==> src/rtl/fpc_pkg.sv <==
// FloPoCo exception codes, field positions and the FloPoCo-to-IEEE-754 conversion.
package fpc_pkg;

    typedef enum logic [1:0] {
        EXN_ZERO   = 2'b00,
        EXN_NORMAL = 2'b01,
        EXN_INF    = 2'b10,
        EXN_NAN    = 2'b11
    } fpc_exn_e;

    localparam int unsigned FPC_W    = 34;
    localparam int unsigned IEEE_W   = 32;
    localparam int unsigned EXN_HI   = 33;
    localparam int unsigned EXN_LO   = 32;
    localparam int unsigned SIGN_BIT = 31;
    localparam int unsigned EXP_HI   = 30;
    localparam int unsigned EXP_LO   = 23;

    localparam logic [IEEE_W-1:0] QNAN32 = 32'h7FC00000;

    function automatic logic [IEEE_W-1:0] fpc_to_ieee(input logic [FPC_W-1:0] w);
        logic [IEEE_W-1:0] r;
        logic              s;
        fpc_exn_e          e;
        s = w[SIGN_BIT];
        e = fpc_exn_e'(w[EXN_HI:EXN_LO]);
        case (e)
            // A zero exponent would read as a denormal in IEEE, so flush to signed zero.
            EXN_NORMAL: r = (w[EXP_HI:EXP_LO] != 8'h00) ? w[IEEE_W-1:0] : {s, 31'h0};
            EXN_INF:    r = {s, 8'hFF, 23'h0};
            EXN_NAN:    r = QNAN32;
            default:    r = {s, 31'h0};
        endcase
        return r;
    endfunction

endpackage

==> src/rtl/stream_fifo_fwft.sv <==
// First-word-fall-through FIFO: head word is visible on o_rdata whenever o_valid is high.
module stream_fifo_fwft #(
    parameter int unsigned DEPTH = 16,
    parameter int unsigned WIDTH = 32
) (
    input  logic                     clk,
    input  logic                     rst,
    input  logic                     i_push,
    input  logic [WIDTH-1:0]         i_wdata,
    input  logic                     i_pop,
    output logic [WIDTH-1:0]         o_rdata,
    output logic                     o_valid,
    output logic [$clog2(DEPTH):0]   o_count
);

    localparam int unsigned AW = $clog2(DEPTH);
    localparam int unsigned CW = AW + 1;

    logic [WIDTH-1:0] r_mem [DEPTH];
    logic [AW-1:0]    r_wptr;
    logic [AW-1:0]    r_rptr;
    logic [CW-1:0]    r_count;

    // Storage needs no reset; pointers and count define what is live.
    always_ff @(posedge clk) begin
        if (i_push) begin
            r_mem[r_wptr] <= i_wdata;
        end
    end

    always_ff @(posedge clk) begin
        if (rst) begin
            r_wptr  <= '0;
            r_rptr  <= '0;
            r_count <= '0;
        end else begin
            if (i_push) begin
                r_wptr <= r_wptr + AW'(1);
            end
            if (i_pop) begin
                r_rptr <= r_rptr + AW'(1);
            end
            r_count <= r_count + CW'(i_push) - CW'(i_pop);
        end
    end

    assign o_rdata = r_mem[r_rptr];
    assign o_valid = (r_count != '0);
    assign o_count = r_count;

endmodule

==> src/rtl/coriolis_fpc2ieee_sink.sv <==
// Result-stream sink: converts FloPoCo words to IEEE-754 single and buffers them in a FWFT FIFO,
// with early upstream ready, sticky overflow and saturating NaN/Inf counters.
module coriolis_fpc2ieee_sink
    import fpc_pkg::*;
#(
    parameter int unsigned DEPTH = 16,
    parameter int unsigned SLACK = 13,
    parameter int unsigned CNTW  = 16
) (
    input  logic            clk,
    input  logic            rst,
    input  logic            ivalid,
    input  logic [33:0]     in1,
    output logic            iready,
    output logic            ovalid,
    output logic [31:0]     out1,
    input  logic            oready,
    output logic            ovf,
    output logic [CNTW-1:0] nan_cnt,
    output logic [CNTW-1:0] inf_cnt
);

    localparam int unsigned CW = $clog2(DEPTH) + 1;

    logic            w_valid;
    logic [31:0]     w_rdata;
    logic [CW-1:0]   w_count;
    logic [CW-1:0]   w_count_next;
    logic            w_full;
    logic            w_pop;
    logic            w_push;
    fpc_exn_e        w_exn;

    logic            r_iready;
    logic            r_ovf;
    logic [CNTW-1:0] r_nan_cnt;
    logic [CNTW-1:0] r_inf_cnt;

    assign w_pop        = w_valid & oready;
    assign w_full       = (w_count == CW'(DEPTH));
    // iready is only advisory: anything that fits is taken.
    assign w_push       = ivalid & (~w_full | w_pop);
    assign w_exn        = fpc_exn_e'(in1[EXN_HI:EXN_LO]);
    assign w_count_next = w_count + CW'(w_push) - CW'(w_pop);

    stream_fifo_fwft #(
        .DEPTH (DEPTH),
        .WIDTH (32)
    ) u_fifo (
        .clk     (clk),
        .rst     (rst),
        .i_push  (w_push),
        .i_wdata (fpc_to_ieee(in1)),
        .i_pop   (w_pop),
        .o_rdata (w_rdata),
        .o_valid (w_valid),
        .o_count (w_count)
    );

    always_ff @(posedge clk) begin
        if (rst) begin
            r_iready  <= 1'b0;
            r_ovf     <= 1'b0;
            r_nan_cnt <= '0;
            r_inf_cnt <= '0;
        end else begin
            // Drop ready while SLACK words can still land after the kernel sees it.
            r_iready <= (CW'(DEPTH) - w_count_next) > CW'(SLACK);
            if (ivalid && w_full && !w_pop) begin
                r_ovf <= 1'b1;
            end
            if (w_push && (w_exn == EXN_NAN) && (r_nan_cnt != '1)) begin
                r_nan_cnt <= r_nan_cnt + CNTW'(1);
            end
            if (w_push && (w_exn == EXN_INF) && (r_inf_cnt != '1)) begin
                r_inf_cnt <= r_inf_cnt + CNTW'(1);
            end
        end
    end

    assign iready  = r_iready;
    assign ovalid  = w_valid;
    assign out1    = w_valid ? w_rdata : 32'h0;
    assign ovf     = r_ovf;
    assign nan_cnt = r_nan_cnt;
    assign inf_cnt = r_inf_cnt;

endmodule

==> config.mk <==
export PLATFORM = sky130hd
export DESIGN_NAME = coriolis_fpc2ieee_sink
export DESIGN_NICKNAME = d
export VERILOG_FILES = /design/src/rtl/fpc_pkg.sv /design/src/rtl/stream_fifo_fwft.sv /design/src/rtl/coriolis_fpc2ieee_sink.sv
export SDC_FILE = /design/constraint.sdc
export NUM_CORES = 1
export LEC_CHECK = 0
export ABC_AREA = 1
export CAP_MARGIN = 10
export CORE_ASPECT_RATIO = 1.25
export CORE_UTILIZATION = 35
export DETAILED_ROUTE_END_ITERATION = 10
export PLACE_DENSITY = 0.6
export SKIP_LAST_GASP = 1
export SYNTH_ARGS = -nofsm -noshare
export SYNTH_HDL_FRONTEND = slang
export SYNTH_SLANG_ARGS = --single-unit
==> constraint.sdc <==
create_clock -name clk -period 3.75 [get_ports clk]
set_input_delay 0.5625 -clock clk [delete_from_list [all_inputs] [get_ports clk]]
set_output_delay 0.5625 -clock clk [all_outputs]
set_load 0.02 [all_outputs]
==> results of run 1 <==
-- through the flow --
stage,util,hold slack (ns),worst slack [ns],cells
after floorplan,-,0.446,0.871,2199
after global placement,0.392,0.453,0.460,3120
after detailed placement,0.392,0.456,0.508,3120
after CTS,0.419,0.475,0.0677,3218
after global routing,0.419,0.510,0.00122,3218
final,0.419,0.469,0.109,3218
-- what timing repair did --
action	CTS	global route
hold endpoints to repair	0	0
hold buffers	0	0
setup endpoints to repair	0	3
resized for setup	0	2
-- placed cells by master (no fill, tap or decap), types with 4 or more instances in the layout --
cell type / n
xnor2_1: 5
nor2_1: 58
edfxtp_1: 512
inv_6: 4
clkdlybuf4s50_1: 104
bufinv_16: 5
xor2_1: 4
clkbuf_1: 8
ha_1: 14
clkinv_2: 11
clkinv_1: 11
dfxtp_1: 47
nand2_1: 788
nor2_4: 20
nand3_1: 419
a21oi_1: 62
inv_1: 54
buf_12: 22
nor3b_1: 22
buf_4: 50
a21oi_2: 9
clkbuf_16: 57
nand4_1: 14
nand2_2: 10
o21ai_0: 20
-- final cells by class --
| type | instances | area, sq um |
|---|---|---|
| clock inverter | 33 | 332 |
| clock buffer | 65 | 1460 |
| tap | 864 | 1080 |
| multi-input combinational | 1454 | 6650 |
| inverter | 61 | 236 |
| fill | 6249 | 38900 |
| timing repair buffer | 178 | 1910 |
| sequential | 563 | 16400 |
-- metal layers --
metal	share of wire	routed length, um	GRT usage
met1	0.42	26200	0.227
met2	0.49	30200	0.307
met3	0.058	3620	0.0286
met4	0.032	2010	0.0671
met5	0	0	0
-- where the power goes --
group	switching (mW)	internal (mW)	leakage, nW	total, mW
Sequential	0.0738	7.02	5.09	7.09
Combinational	3.00	1.54	4.06	4.53
Clock	2.37	3.12	0.872	5.50
-- worst max-delay path: stages (launching register included) --
cell and delay [ns]:
dfxtp_4 0.38, inv_6 0.21, buf_16 0.35, nand2_1 0.12, nand3_1 0.10, nand3_1 0.09
nand2_1 0.08, nand2_1 0.04, a21oi_1 0.35, clkdlybuf4s50_1 0.70
-- cells by family after synthesis --
group	after synthesis	share of synthesized area
flip-flops	563	0.691
adder cells (fa/ha/maj)	15	0.00822
AND/OR/NAND/NOR	1337	0.242
buffers and inverters	182	0.0343
XOR/XNOR	9	0.00332
AO/OA/AOI/OAI	93	0.0212
-- sequential cells by signal (all words and copies together) (netlist names), named ones only --
| register | flops |
|---|---|
| iready | 1 |
| u_fifo.o_count | 5 |
| u_fifo.r_wptr | 4 |
| u_fifo.r_rptr | 4 |
| ovf | 1 |
| u_fifo.r_mem | 512 |
| nan_cnt | 16 |
| inf_cnt | 16 |
-- path summary, 6_finish.rpt --
check                                 to
worst max-delay path            out1[30]
worst min-delay path                 ovf
worst max register to register    iready
worst min register to register       ovf
==> results_dict.tcl, run 1 <==
set metrics [dict create \
    finalClockSkew_ns 0.0338 \
    core_sq_um 67000 \
    wl_um 62000 \
    yosysSeqAreaShare 0.691 \
    status "complete, no violations" \
    finalHoldViolations 0 \
    die_y_um 293 \
    finalCriticalPeriod_ns 3.64 \
    io_pins 105 \
    worstPathArrival_ns 3.08 \
    drt_first_pass_iters 5 \
    antenna_found_initial 1 \
    power_density_nw_per_um2 610 \
    drv_slew 0 \
    reg2regPathDepth 16 \
    power_mw 17.1 \
    maxCapViolCount 0 \
    row_count 106 \
    final_nets 2367 \
    grt_overflow 0 \
    synth_fp_nets 2252 \
    synth_commonest_cells "nand2_1 (788), edfxtp_1 (512), nand3_1 (419)" \
    crit_type "reg2out" \
    ir_drop_mv 0.566 \
    drtIter0Drc 1434 \
    routedWlPerCell_um 19.3 \
    drtAntennaViolNets 0 \
    worstHoldPathCells 1 \
    p_leak_nw 10.0 \
    yosys.cell_types.count 30 \
    die_w_um 235 \
    clkLatencyLatePin_ns 0.62 \
    grt_pass1_wl_um 94900 \
    relSlewSlack 0.275 \
    grt_pass1_vias 16142 \
    cts_tree "yes" \
    start_util 0.354 \
    yosysTopAreaCell "edfxtp_1" \
    dp_hpwl_um 32000 \
    r2r_slack_ns 0.92 \
    synth_area_sq_um 23700 \
    synth_area_leaders "edfxtp_1 (65%), nand2_1 (12%), nand3_1 (8.8%)" \
    io_buffers 104 \
    grt_max_degree 141 \
    path_clk_slew_ns 0.06 \
    stdcell_area_sq_um 28100 \
    drc 0 \
    via_per_inst 5.09 \
    yosys_most_used_dff "edfxtp_1" \
    hold_start "ovf" \
    fmaxAchievable_ghz 0.275 \
    reg2reg_from "u_fifo.o_count[3]" \
    postSynthCellCount 2199 \
    ys_ff_latch 563 \
    critPathCaptureType "output port" \
    root_buffer "clkbuf_16" \
    postCtsSetupBuffers 0 \
    hold_class "reg2reg" \
    cts_max_level 2 \
    worstMarginPinSlew_ns 1.08 \
    yosysWarningCount 0 \
    place_area_sq_um 26300 \
    fin_crit_sh 0.971 \
    cts.sinks 563 \
    synth.most_common_cell "nand2_1" \
    grt_usage 0.179 \
    synth_top_area_frac 0.648 \
    clk_path_buf_depth 3 \
    setup_viol 0 \
    gp_congestion 0.785 \
    vias 16393 \
    fin_setup_tns_ns 0 \
    layout-drive-gt1-share 0.0888 \
    diodes 0 \
    cp_max_fo 87 \
    area_growth_pct 18.3 \
    synth-edff-count 512 \
    cts_buffers 56 \
    cp-start-kind "flip-flop" \
    avgSynthCellArea_sq_um 10.8 \
    dieArea_sq_um 68900 \
    async_flop_share 0 \
    rsz0062_at_grt "no" \
    cp.required_ns 3.19 \
]
Note: power is estimated with default switching activity, not from simulation.
==> run 2: changes to the inputs <==
CORE_MARGIN = 2   (was not set)
==> results_dict.tcl, run 2 (synthesized netlist as in run 1, its figures left out) <==
set metrics [dict create \
    antenna_found_initial 0 \
    critPathSlowestCell "clkdlybuf4s50_1" \
    largest_reg_flops 512 \
    relSlewSlack 0.516 \
    dieArea_sq_um 69900 \
    fin_crit_sh 0.958 \
    io_buffers 104 \
    clk_path_buf_depth 3 \
    cts-hold-fix-buffers 0 \
    fin_setup_tns_ns 0 \
    root_buffer "clkbuf_16" \
    cts_max_level 2 \
    finalClockSkew_ns 0.0229 \
    grt_pass1_wl_um 94900 \
    clkLatencyLatePin_ns 0.63 \
    path_clk_slew_ns 0.06 \
    wl_um 61900 \
    final_common_cell "nand2_1" \
    reg2regPathDepth 16 \
    met1_length_um 26100 \
    drc 0 \
    die_w_um 237 \
    cp-start-kind "flip-flop" \
    reg2reg_from "u_fifo.o_count[3]" \
    top_layer "met4" \
    intPower_mw 11.4 \
    status "complete, no violations" \
    hold_start "ovf" \
    cpPeakStageDelay_ns 0.69 \
    cts_tree "yes" \
    diodes 0 \
    io_pins 105 \
    worstPathArrival_ns 3.03 \
    rsz0062_at_grt "no" \
    worstPathCellList "inv_2, buf_4, nand3_1, nand2_1, nand2_1, a21oi_1, clkdlybuf4s50_1" \
    start_util 0.354 \
    via_per_inst 5.08 \
    routedWlPerCell_um 19.1 \
    layout_common_cells "nand2_1 (788), edfxtp_1 (512), nand3_1 (419), clkdlybuf4s50_1 (104), a21oi_1 (62)" \
    ir_drop_mv 0.449 \
    grt_usage 0.176 \
    cp_max_fo 19 \
    hold-path-endpoint "ovf" \
    drt_first_pass_iters 5 \
    die_y_um 295 \
    swShare 0.324 \
    row_count 106 \
    p_seq_frac 0.421 \
    cts_buffers 55 \
    grt_max_degree 129 \
    grt_pass1_vias 16205 \
    finalHoldViolations 0 \
    p_leak_nw 10.0 \
    p_clk_frac 0.309 \
    met2_length_um 30200 \
    fmaxAchievable_ghz 0.278 \
    dp_hpwl_um 33900 \
    crit_type "reg2out" \
    setup_viol 0 \
    r2r-end "iready" \
    fillers 6223 \
    crit_top_cell "nand2_1" \
    grt_overflow 0 \
    route.met3.wl_um 3960 \
    hold_class "reg2reg" \
    layout-drive-gt1-share 0.0916 \
    combPwrFrac 0.271 \
    cts.sinks 563 \
    gp_congestion 0.822 \
    cp.required_ns 3.19 \
    power_mw 16.9 \
    finalCriticalPeriod_ns 3.59 \
    top_register "u_fifo.r_mem" \
    maxCapViolCount 0 \
    drtIter0Drc 1542 \
    critPathCaptureType "output port" \
    switching_power_mw 5.47 \
    worstHoldPathCells 1 \
    vias 16435 \
    drtAntennaViolNets 0 \
    drv_slew 0 \
    area_growth_pct 17.9 \
    power_density_nw_per_um2 603 \
    final_nets 2376 \
    core_sq_um 67000 \
    worstMarginPinSlew_ns 0.726 \
    r2r_slack_ns 0.84 \
]
run 2: stage by stage:
stage / cell area [sq um] / std cells / setup slack (ns) / hold WS [ns] / utilization
final: 28000 / 3233 / 0.157 / 0.477 / 0.418
after global routing: 28000 / 3233 / 0.0193 / 0.497 / 0.418
after CTS: 28000 / 3233 / 0.0951 / 0.477 / 0.418
after detailed placement: 26300 / 3130 / 0.459 / 0.458 / 0.393
after global placement: 26300 / 3130 / 0.475 / 0.452 / 0.393
after floorplan: 23700 / 2199 / 0.871 / 0.446 / -
run 2: power by group through the flow:
stage,Clock (mW),Sequential (mW),Combinational [mW]
after detailed placement,0,7.24,4.60
after CTS,5.31,7.10,4.61
final,5.21,7.11,4.57
after global routing,5.55,7.12,5.05
after global placement,0,7.23,4.53
after floorplan,0,7.21,2.88
run 2: repair_timing:
item,4_1_cts,5_1_grt
endpoints found under the setup margin,0,5
gates resized for setup,0,2
buffers inserted,0,0
run 2: worst max-delay path by stage:
stage / to / from / slack, ns
after CTS: out1[12] / flip-flop / 0.1
after global routing: out1[7] / flip-flop / 0.02
after floorplan: u_fifo.r_mem[11][0] / oready / 0.87
after detailed placement: iready / oready / 0.46
after global placement: iready / oready / 0.48
final: out1[22] / flip-flop / 0.16
run 2: layer usage:
metal | vias to the layer above | global-route usage
met5 | - | 0
met4 | 0 | 0.0531
met3 | 112 | 0.0269
met2 | 500 | 0.306
met1 | 7989 | 0.228
li1 | 7834 | -
run 2: cell type report:
class / instances / area (sq um) / area share
tap: 864 / 1080 / 0.0386
multi-input combinational: 1454 / 6650 / 0.238
clock buffer: 74 / 1470 / 0.0523
timing repair buffer: 188 / 1940 / 0.0694
clock inverter: 29 / 213 / 0.00760
sequential: 563 / 16400 / 0.586
inverter: 61 / 236 / 0.00845
run 2: worst max-delay path: cells and delay by family, from the launching register on:
| kind | cells | cell delay [ns] |
|---|---|---|
| buf+inv | 3 | 1.29 |
| flops | 1 | 0.48 |
| compound gates | 1 | 0.38 |
| simple gates | 3 | 0.25 |
==> run 3: changes to the inputs <==
DONT_BUFFER_PORTS = 1   (was not set)
PLACE_DENSITY = 0.58   (was 0.6)
==> results_dict.tcl, run 3 (synthesized netlist as in run 1, its figures left out) <==
set metrics [dict create \
    gp_congestion 0.810 \
    cp.required_ns 3.19 \
    fin_crit_sh 0.886 \
    io_buffers 0 \
    clk_path_buf_depth 3 \
    final_core_util 0.402 \
    hold-path-endpoint "u_fifo.o_count[2]" \
    rsz0062_at_grt "no" \
    drc 0 \
    die_w_um 237 \
    vias 16079 \
    finalCriticalPeriod_ns 3.32 \
    fin_setup_tns_ns 0 \
    r2r_slack_ns 0.80 \
    reg2regPathDepth 17 \
    clkLatencyLatePin_ns 0.62 \
    drtIter0Drc 1267 \
    io_pins 105 \
    status "complete, no violations" \
    final_nets 2279 \
    top_register "u_fifo.r_mem" \
    grt_overflow 0 \
    antenna_found_initial 1 \
    drt_first_pass_iters 5 \
    crit_type "reg2out" \
    routedWlPerCell_um 19.8 \
    layout-drive-gt1-share 0.0974 \
    worstMarginPinSlew_ns 1.06 \
    grt_pass1_wl_um 93800 \
    area_growth_pct 13.5 \
    final_common_cell "nand2_1" \
    setup_viol 0 \
    diodes 0 \
    cts_tree "yes" \
    postCtsSetupBuffers 0 \
    cts_max_level 2 \
    worstPathArrival_ns 2.76 \
    row_count 106 \
    cp-start-kind "flip-flop" \
    critPathCaptureType "output port" \
    power_density_nw_per_um2 610 \
    p_leak_nw 9.64 \
    finalClockSkew_ns 0.0162 \
    hold_start "rst" \
    dp_hpwl_um 33800 \
    die_y_um 295 \
    dieArea_sq_um 69900 \
    reg2reg_from "u_fifo.o_count[2]" \
    r2r-end "iready" \
    drtAntennaViolNets 0 \
    maxCapViolCount 0 \
    drv_slew 0 \
    root_buffer "clkbuf_16" \
    worstHoldPathCells 1 \
    hold_class "in2reg" \
    fmaxAchievable_ghz 0.301 \
    core_sq_um 67000 \
    start_util 0.354 \
    cts_buffers 55 \
    layout_common_cells "nand2_1 (788), edfxtp_1 (512), nand3_1 (419), buf_4 (75), a21oi_1 (62)" \
    cts.sinks 563 \
    fillers 6271 \
    grt_max_degree 145 \
    finalHoldViolations 0 \
    wl_um 62100 \
    grt_pass1_vias 15781 \
    via_per_inst 5.13 \
    relSlewSlack 0.296 \
    largest_reg_flops 512 \
    path_clk_slew_ns 0.06 \
    cp_max_fo 66 \
    grt_usage 0.176 \
    ir_drop_mv 0.347 \
]
-- run 3: cell types whose count changed in the layout (fill, tap and decap cells not counted), sizes merged --
cell and delta:
clkinvlp +2, clkdlybuf4s50 -104, clkinv +3, clkbuf -7, buf +7
-- run 3: worst max path at each step --
stage / start / end / slack (ns) / cells after the start
floorplan: oready / u_fifo.r_mem[11][0] / 0.87 / 6
global placement: u_fifo.o_count[2] / iready / 0.88 / 17
detailed placement: u_fifo.o_count[2] / iready / 0.83 / 17
CTS: flip-flop / out1[4] / 0.37 / 9
global route: flip-flop / out1[4] / 0.27 / 9
finish: flip-flop / out1[0] / 0.43 / 9
-- run 3: timing repair --
item / in CTS / in global routing
resized for setup: 0 / 0
endpoints found under the hold margin: 26 / 0
hold buffers: 1 / 0
-- run 3: worst max-delay path, cell delays in order, from the launching register on --
cell	delay (ns)
dfxtp_4	0.38
inv_6	0.40
buf_12	0.36
nand2_1	0.10
nand3_1	0.08
nand3_1	0.09
nand2_1	0.09
nand2_1	0.05
a21oi_1	0.28
buf_4	0.22
-- run 3: metrics by stage --
stage	instances	area, sq um	setup slack, ns	total power [mW]	hold slack, ns
6_report	3134	26900	0.426	16.4	0.0347
5_1_grt	3134	26900	0.275	17.2	0.0125
4_1_cts	3134	26900	0.374	16.6	0.00754
3_5_place_dp	3032	25200	0.827	11.4	0.486
3_3_place_gp	3032	25200	0.880	11.3	0.468
2_1_floorplan	2199	23700	0.871	10.1	0.446
-- run 3: power by group --
part	total, mW	internal, mW	switching, mW	leakage [nW]
clock	5.20	2.82	2.38	0.807
combinational	4.14	1.18	2.96	3.74
sequential	7.10	7.02	0.0843	5.09
-- run 3: layout make-up --
cell class	instances	area [sq um]	share of cell area
Clock buffer	67	1440	0.0536
Clock inverter	34	235	0.00873
Inverter	61	236	0.00878
Multi-Input combinational cell	1454	6650	0.247
Sequential cell	563	16400	0.609
Tap cell	864	1080	0.0401
Timing Repair Buffer	91	883	0.0328
-- run 3: routing by layer --
layer	share of wire	vias to the layer above	track usage	routed length, um
met4	0.028	0	0.0588	1750
met1	0.41	7804	0.222	25500
met5	0	-	0	0
li1	-	7631	-	-
met3	0.071	105	0.0348	4430
met2	0.49	539	0.304	30500
